`config.mk`:
```
export PLATFORM = sky130hd
export DESIGN_NAME = load_store_ctrl
export DESIGN_NICKNAME = d
export VERILOG_FILES = /design/src/rtl/riscv_pkg.sv /design/src/rtl/load_extend.sv /design/src/rtl/load_store_ctrl.sv
export SDC_FILE = /design/constraint.sdc
export NUM_CORES = 1
export LEC_CHECK = 0
export CAP_MARGIN = 15
export CORE_ASPECT_RATIO = 0.8
export CORE_MARGIN = 1.5
export CORE_UTILIZATION = 45
export CTS_CLUSTER_DIAMETER = 150
export DETAILED_ROUTE_END_ITERATION = 8
export GPL_TIMING_DRIVEN = 0
export PLACE_DENSITY = 0.88
export SKIP_LAST_GASP = 1
export SLEW_MARGIN = 10
export SYNTH_ARGS = -nofsm -noshare
export SYNTH_HDL_FRONTEND = slang
export SYNTH_SLANG_ARGS = --single-unit
```
`constraint.sdc`:
```
create_clock -name clk -period 6.7 [get_ports clk]
set_input_delay 1.675 -clock clk [delete_from_list [all_inputs] [get_ports clk]]
set_output_delay 1.675 -clock clk [all_outputs]
set_load 0.01 [all_outputs]
```
`src/rtl/riscv_pkg.sv`:
```
// Shared RV32I load/store definitions: func3 encodings, LSU state, lane helpers.
// Constants only; no logic, so no latency or backpressure of its own.
package riscv_pkg;

  localparam logic [2:0] F3_LB  = 3'b000;
  localparam logic [2:0] F3_LH  = 3'b001;
  localparam logic [2:0] F3_LW  = 3'b010;
  localparam logic [2:0] F3_LBU = 3'b100;
  localparam logic [2:0] F3_LHU = 3'b101;
  localparam logic [2:0] F3_SB  = 3'b000;
  localparam logic [2:0] F3_SH  = 3'b001;
  localparam logic [2:0] F3_SW  = 3'b010;

  typedef enum logic [1:0] {IDLE, REQ, WAIT, DONE} lsu_state_t;

  // func3[1:0] encodes the access size for both loads and stores
  function automatic logic [3:0] lane_be(input logic [2:0] f3, input logic [1:0] off);
    case (f3[1:0])
      2'b00:   lane_be = 4'b0001 << off;
      2'b01:   lane_be = 4'b0011 << off;
      default: lane_be = 4'hF;
    endcase
  endfunction

endpackage

```
`src/rtl/load_extend.sv`:
```
// Picks the byte/half at the given offset of a word and sign/zero-extends it.
// Purely combinational, zero latency, no backpressure.
module load_extend
  import riscv_pkg::*;
#(
  parameter int DATA_W = 32
) (
  input  logic [DATA_W-1:0] i_word,
  input  logic [2:0]        i_func3,
  input  logic [1:0]        i_offset,
  output logic [DATA_W-1:0] o_data
);

  logic [7:0]  w_byte;
  logic [15:0] w_half;

  always_comb begin
    w_byte = i_word[{i_offset, 3'b000} +: 8];
    w_half = i_word[{i_offset[1], 4'b0000} +: 16];
    case (i_func3)
      F3_LB:   o_data = {{(DATA_W-8){w_byte[7]}}, w_byte};
      F3_LH:   o_data = {{(DATA_W-16){w_half[15]}}, w_half};
      F3_LBU:  o_data = {{(DATA_W-8){1'b0}}, w_byte};
      F3_LHU:  o_data = {{(DATA_W-16){1'b0}}, w_half};
      default: o_data = i_word;
    endcase
  end

endmodule

```
`src/rtl/load_store_ctrl.sv`:
```
// Sequences one core load/store onto a valid/ready memory port, stalling the core meanwhile.
// Latency: 4 cycles minimum (IDLE-REQ-WAIT-DONE); +1 per cycle of req_ready low or rsp_valid absent.
module load_store_ctrl
  import riscv_pkg::*;
#(
  parameter int ADDR_W = 32,
  parameter int DATA_W = 32
) (
  input  logic              clk,
  input  logic              rst_n,
  input  logic              mem_read,
  input  logic              mem_write,
  input  logic [2:0]        func3,
  input  logic [ADDR_W-1:0] addr,
  input  logic [DATA_W-1:0] store_data,
  output logic              stall,
  output logic [DATA_W-1:0] load_data,
  output logic              lsu_fault,
  output logic              req_valid,
  input  logic              req_ready,
  output logic              req_we,
  output logic [ADDR_W-1:0] req_addr,
  output logic [3:0]        req_be,
  output logic [DATA_W-1:0] req_wdata,
  input  logic              rsp_valid,
  input  logic [DATA_W-1:0] rsp_rdata
);

  lsu_state_t        r_state;
  lsu_state_t        w_next;
  logic              w_access;
  logic              w_illegal;
  logic              w_start;
  logic [DATA_W-1:0] w_wdata;
  logic              r_req_valid;
  logic              r_req_we;
  logic [ADDR_W-1:0] r_req_addr;
  logic [3:0]        r_req_be;
  logic [DATA_W-1:0] r_req_wdata;
  logic [2:0]        r_func3;
  logic [1:0]        r_off;
  logic [DATA_W-1:0] r_rdata;

  always_comb begin
    w_access  = mem_read | mem_write;
    w_illegal = 1'b0;
    if (mem_read && mem_write)
      w_illegal = 1'b1;
    else if (mem_read && (func3[1:0] == 2'b11 || func3 == 3'b110))
      w_illegal = 1'b1;
    else if (mem_write && func3 > F3_SW)
      w_illegal = 1'b1;
    else if (func3[1:0] == 2'b01 && addr[0])
      w_illegal = 1'b1;
    else if (func3[1:0] == 2'b10 && addr[1:0] != 2'b00)
      w_illegal = 1'b1;
    w_start = (r_state == IDLE) && w_access && !w_illegal;
  end

  always_comb begin
    case (func3[1:0])
      2'b00:   w_wdata = {4{store_data[7:0]}};
      2'b01:   w_wdata = {2{store_data[15:0]}};
      default: w_wdata = store_data;
    endcase
  end

  always_ff @(posedge clk) begin
    if (!rst_n) r_state <= IDLE;
    else        r_state <= w_next;
  end

  always_comb begin
    w_next = r_state;
    case (r_state)
      IDLE:    if (w_start)   w_next = REQ;
      REQ:     if (req_ready) w_next = WAIT;
      WAIT:    if (rsp_valid) w_next = DONE;
      default: w_next = IDLE;
    endcase
  end

  always_comb begin
    stall     = 1'b0;
    lsu_fault = 1'b0;
    case (r_state)
      IDLE: begin
        stall     = w_start;
        lsu_fault = w_access && w_illegal;
      end
      REQ, WAIT: stall = 1'b1;
      default:   stall = 1'b0;
    endcase
  end

  // Request fields only load in IDLE, so they stay frozen while REQ waits for ready
  always_ff @(posedge clk) begin
    if (!rst_n) begin
      r_req_valid <= 1'b0;
      r_req_we    <= 1'b0;
      r_req_addr  <= '0;
      r_req_be    <= '0;
      r_req_wdata <= '0;
      r_func3     <= '0;
      r_off       <= '0;
      r_rdata     <= '0;
    end else begin
      case (r_state)
        IDLE: if (w_start) begin
          r_req_valid <= 1'b1;
          r_req_we    <= mem_write;
          r_req_addr  <= {addr[ADDR_W-1:2], 2'b00};
          r_req_be    <= lane_be(func3, addr[1:0]);
          r_req_wdata <= w_wdata;
          r_func3     <= func3;
          r_off       <= addr[1:0];
        end
        REQ:  if (req_ready) r_req_valid <= 1'b0;
        WAIT: if (rsp_valid && !r_req_we) r_rdata <= rsp_rdata;
        default: ;
      endcase
    end
  end

  load_extend #(.DATA_W(DATA_W)) u_load_extend (
    .i_word   (r_rdata),
    .i_func3  (r_func3),
    .i_offset (r_off),
    .o_data   (load_data)
  );

  assign req_valid = r_req_valid;
  assign req_we    = r_req_we;
  assign req_addr  = r_req_addr;
  assign req_be    = r_req_be;
  assign req_wdata = r_req_wdata;

endmodule
```
# --- After elaboration in Yosys (flattened, before gate mapping) ---
# Cells that the tools add are included.
word_totals:
  reg_bits: 107
  latch_bits: 0
  ram_bits: 0
  rom_bits: 0
  input_bits: 105
  out_inout_bits: 104
  memories: 0
op_classes:
  addsub: 0
  n_mul: 0
  div: 0
  magnitude_cmp: 1
  eq_ne: 12
  shift: 4
  n_mux: 17
  n_bitwise: 1
  n_reduce_logical: 22
op_table:
  columns: ["cell", "count"]
  rows:
  - ["$pmux 32 s4", 1]
  - ["$pmux 32 s2", 1]
  - ["$shiftx 32x6->16", 1]
  - ["$shiftx 32x6->8", 1]
  - ["$eq 3x3->1 const B", 3]
  - ["$logic_and 1x1->1", 9]
  - ["$mux 1", 8]
  - ["$pmux 4 s2", 1]
  - ["$eq 2x2->1 const B", 3]
  - ["$mux 2", 3]
  - ["$ne 2x2->1 const B", 3]
  - ["$pmux 2 s3", 1]
  - ["$reduce_and 3->1", 2]
  - ["$eq 2x1->1 const B", 2]
  - ["$logic_not 2->1", 2]
  - ["$pmux 1 s2", 2]
  - ["$reduce_and 2->1", 2]
  - ["$reduce_bool 2->1", 2]
  - ["$shl 1x2->4 const A", 1]
  - ["$shl 2x2->4 const A", 1]
  - ["$eq 3x1->1 const B", 1]
  - ["$gt 3x2->1 const B", 1]
  - ["$logic_not 3->1", 1]
  - ["$logic_not 1->1", 2]
  - ["3 further kinds", 3]

# --- Longest topological paths before layout ---
depth:
  word_depth: 11
  depth_mapped: 8
  ltp_nobuf: 6

# --- Hierarchy ---
# A second synthesis with hierarchy kept.
hier_totals:
  cells_unflattened: 673
  area_unflattened_um2: 5281.3
modules_own_cells:
  columns: ["mod", "n_inst", "cells_per_inst", "area_each_um2", "seq_area_each_um2"]
  rows:
  - ["load_store_ctrl", 1, 555, 4486.8, 2142.1]
  - ["load_extend", 1, 118, 794.5, 0.0]

# --- Least setup slack after synthesis ---
# No wires, ideal clock.
synth_path:
  path_type: "input-to-output"
  from: "in func3[0]"
  to: "out stall"
  arrival_ps: 2976
  setup_slack_ps: 2049
  cell_stages: 7
  cell_sequence: "buf_2 > mux2_4 > a221oi_2 > buf_4 > buf_2 > a21oi_1 > nor2_1"
synth_between:
  elab_chain_cells: 10
  word_cells_on_any_way: 18
synth_lines:
  columns: ["element", "line_no", "text"]
  rows:
  - ["start: declaration", "load_store_ctrl.sv:13", "input logic [2:0] func3,"]
  - ["$eq 2x2->1", "load_store_ctrl.sv:55", "else if (func3[1:0] == 2'b10 && addr[1:0] != 2'b00)"]
  - ["$logic_and 1x1->1", "load_store_ctrl.sv:55", null]
  - ["$mux 1", "load_store_ctrl.sv:55", null]
  - ["$mux 1", "load_store_ctrl.sv:53", "else if (func3[1:0] == 2'b01 && addr[0])"]
  - ["$mux 1", "load_store_ctrl.sv:51", "else if (mem_write && func3 > F3_SW)"]
  - ["$mux 1 *", "load_store_ctrl.sv:49", "else if (mem_read && (func3[1:0] == 2'b11 || func3 == 3'b110))"]
  - ["$mux 1 *", "load_store_ctrl.sv:47", "if (mem_read && mem_write)"]
  - ["$logic_not 1->1 *", "load_store_ctrl.sv:57", "w_start = (r_state == IDLE) && w_access && !w_illegal;"]
  - ["$logic_and 1x1->1 *", "load_store_ctrl.sv:57", null]
  - ["$pmux 1 s2 *", "load_store_ctrl.sv:86", "case (r_state)"]
  - ["end: declaration", "load_store_ctrl.sv:16", "output logic stall,"]
# Mark *: on every way between the ends. The rest lies on a longest branch, timed or not.

# --- Worst setup path in the final report ---
layout_path:
  from: "in func3[1]"
  to: "out stall"
# The elaborated chain is that of the path after synthesis.

==> summary by stage <==
Clocking
The tree built by TritonCTS fans out to 107 sinks. The TritonCTS clock tree is built. Post-CTS repair changed the size of 0 cells.

The later-pin clock latency in the skew report is 350 ps. No sink is reached through more buffers than the 2 on the longest clock path. The tree is rooted in a sky130_fd_sc_hd__clkbuf_16. The number of post-CTS setup repair buffers is 0. The total clock buffers created by CTS is 9. After clock tree synthesis, the clock-pin slew on the worst setup and hold paths is roughly 70 ps.

The cts-stage hold buffer count is 0. The CTS H-tree depth is 3.

Floorplan
From left edge to right edge, the die measures 123 um. The floorplan row count is 34. The effective utilization at floorplan is 0.467.

~210 I/O pins were placed. The die is 98.6 um tall. The die covers 12,100 um^2. The standard cell core area is 11,000 um^2.

Drt
The final antenna-violating net count is 0. After detailed routing, the number of vias per cell comes to 5.65. The routed layout has 5,780 vias. The post-detailed-routing wire length is between 15,000 and 20,000 um. In this run, the number of DRC markers left after iteration 0 of detailed routing was about 520. The detailed router used layers up to and including met4.

The met3 layer wire length in the routed design is 1900 um. The total routed wire length on the met1 layer is 7530 um. Summed over all nets, wire length on met2 after detailed routing comes to 8010 um.

The count of unresolved DRC violations after routing is 0. Dividing the detail-routed wire length by the instance count gives 17.5 um. The first detailed-routing pass ran for 5 iterations.

Logic synthesis
In the synthesized netlist the async set-or-reset flop fraction comes to 0. A synthesized cell averages 7.81 um^2. The number of different library cells used by synthesis comes to 47. The cell area that synthesis handed to floorplanning was 5140 um^2. The proportion of synthesized chip area in sequential cells is 0.416. The number of synthesis warnings is 0. The number of storage elements in the synthesis netlist is 107. The most used flip-flop cell after synthesis is sky130_fd_sc_hd__dfxtp_1.

The cell count after synthesis is 659. The number of enable-type register cells in the synthesized netlist is 0.

Outcome
The flow ran to the end, and the final reports show no timing, DRC or antenna violations.

Power and ir drop
Of the total power, the share spent switching nets is 0.348. The cell-internal power is 1.36 mW. The cell leakage power is about 2.7 nW. The combinational cell fraction of total power is 0.388. In this run the power spent charging and discharging nets is 724 uW. The total power per unit cell area is ~270 nW/um^2. The share of total power dissipated in the clock network is 0.243. The sequential share of power is 0.369.

IR analysis of the VDD net gives a maximum drop of 0.151 mV.

Worst setup path
For the worst setup path, the data required time is a little over 5000 ps. The top fanout value on the critical path is 10. The data arrival time of the critical path is between 4000 and 5000 ps.

The slack of the worst reg-to-reg path is around 4700 ps. The type of the worst setup path is in2out. The endpoint of the worst-slack reg-to-reg timing path is req_wdata[30]. The kind of launch point of the worst setup path is a primary input. In this run the critical register-to-register path is launched from r_state[0].

For the worst flop-to-flop path, the logic depth is 8. The critical path endpoint category is a primary output.

Timing
The final setup TNS is 0 ps. On the final layout, the worst hold slack is 462 ps. The max-slew violation count is 0. Measured against its own limit, the worst slew margin works out to 0.526. Derived from the worst setup path, the maximum achievable clock frequency is 173 MHz. The total of endpoints with negative setup slack in the final report is 0.

Setup repair after global routing left no endpoint under its margin. The clock period minus final worst setup slack is 5780 ps. For the pin with the worst max-slew slack, the measured transition is 711 ps. The hold violation count in the final report came to 0. The final cycle utilization of the critical path is 0.863. Between clock sinks in the finished design, the worst skew comes to 8.99 ps.

Layout
The repair_antennas step left the layout with diodes totalling 0. The most common cell after layout, fill and taps aside is sky130_fd_sc_hd__clkdlybuf4s50_1. The post-route standard cell area excluding fillers is 7640 um^2.

Of the cells placed in the final design, the portion with a size suffix greater than 1 is 0.0728. In the layout the commonest cells are sky130_fd_sc_hd__clkdlybuf4s50_1, sky130_fd_sc_hd__nand2_1, sky130_fd_sc_hd__a21oi_1, sky130_fd_sc_hd__dfxtp_1, sky130_fd_sc_hd__o21ai_0. Counting the fill cells in the layout gives 950. The net count of the finished layout is 983.

The area growth from synthesis to layout is 48.5%.

Min path
The start point of the worst hold path is r_rdata[0]. The worst hold path belongs to the class reg2reg. The worst hold path was traced through 2 stages. The endpoint of the worst hold-timing path is r_rdata[0].

Global route
The number of antenna violations at the first check in global routing is 0. The pin count of the biggest net entering global routing is 18. The first-pass GRT wire length is 28,400 um.

Across every metal layer, demand over resource in global routing totals 0.300. After global routing the overflow that remains totals 0. The via count of the first global-routing pass was 5,600.

Placed design
The count of port buffers added during placement is a little over 200. The final estimated routing congestion in global placement is 0.900. Once placement finished, the instance area stood at 7360 um^2. After legalization and detailed placement, the total HPWL measured ~13,000 um.

Run
The number of max-cap violations is 0.
critical path, stage by stage:
cell and delay [ps]:
sky130_fd_sc_hd__clkdlybuf4s50_1 540, sky130_fd_sc_hd__o21ai_1 310, sky130_fd_sc_hd__a2bb2oi_2 230, sky130_fd_sc_hd__buf_2 280, sky130_fd_sc_hd__buf_2 290, sky130_fd_sc_hd__a21oi_1 120, sky130_fd_sc_hd__nor2_1 120, sky130_fd_sc_hd__clkdlybuf4s50_1 550
stage by stage:
stage | setup WS [ps] | std cells | utilization | total power, mW
2_1_floorplan | 2050 | 660 | - | 1.20
3_3_place_gp | 1010 | 1007 | 0.668 | 1.56
3_5_place_dp | 966 | 1007 | 0.668 | 1.58
4_1_cts | 949 | 1023 | 0.694 | 2.08
5_1_grt | 810 | 1023 | 0.694 | 2.19
6_report | 917 | 1023 | 0.694 | 2.08
how the worst max path moves through the flow:
stage	startpoint	to	cells after the start
floorplan	func3[0]	stall	7
global placement	func3[2]	stall	8
detailed placement	addr[1]	stall	8
CTS	func3[1]	stall	8
global route	addr[1]	stall	8
finish	func3[1]	stall	8
flip-flops by register name, summed over array words and instances, names as in the netlist:
| name | count |
|---|---|
| r_func3 | 3 |
| r_off | 2 |
| r_rdata | 32 |
| r_state | 2 |
| req_addr | 30 |
| req_be | 4 |
| req_valid | 1 |
| req_wdata | 32 |
| req_we | 1 |
metal layers:
metal  vias up  global-route usage
met5         -                   0
met4         0               0.108
met3        37               0.103
met2       288               0.463
met1      2700               0.389
li1       2755                   -
power groups by stage:
| stage | Sequential, mW | Clock (mW) | Combinational (mW) |
|---|---|---|---|
| 6_report | 0.769 | 0.505 | 0.808 |
| 5_1_grt | 0.779 | 0.535 | 0.872 |
| 4_1_cts | 0.768 | 0.514 | 0.801 |
| 3_5_place_dp | 0.782 | 0 | 0.796 |
| 3_3_place_gp | 0.779 | 0 | 0.786 |
| 2_1_floorplan | 0.798 | 0 | 0.399 |
Yosys cell counts (all sizes together), types with 3 or more instances:
cell	count	share of area
a211oi	8	0.018
a21oi	107	0.10
a22oi	7	0.010
a2bb2oi	8	0.015
a311oi	11	0.019
buf	22	0.028
clkbuf	43	0.032
dfxtp	107	0.42
ha	4	0.0097
inv	5	0.0036
mux2	10	0.023
mux2i	18	0.035
nand2	132	0.096
nand3	53	0.052
nor2	10	0.010
nor2b	3	0.0036
nor3	4	0.0049
o21ai	88	0.086
final cells by class:
class                           count  area (um^2)  share of cell area
Timing Repair Buffer              203         2030               0.266
Multi-Input combinational cell    483         2680               0.351
Clock buffer                       11          243              0.0318
Inverter                            5         18.8             0.00246
Clock inverter                      5         38.8             0.00508
Tap cell                          144          180              0.0236
Sequential cell                   107         2140               0.280
Buffer                             65          309              0.0404
cells by family (layout without fill, tap and decap cells):
logic type      after synthesis  count (layout)  synth area share
compound gates              241             241             0.273
simple gates                206             206             0.172
flops                       107             107             0.416
buf+inv                      70             289            0.0637
mux                          29              29            0.0627
fa+ha+maj                     4               4           0.00973
other cells                   1               2          0.000729
xor+xnor                      1               1           0.00170
No activity file was read; power rests on OpenSTA's default activity.
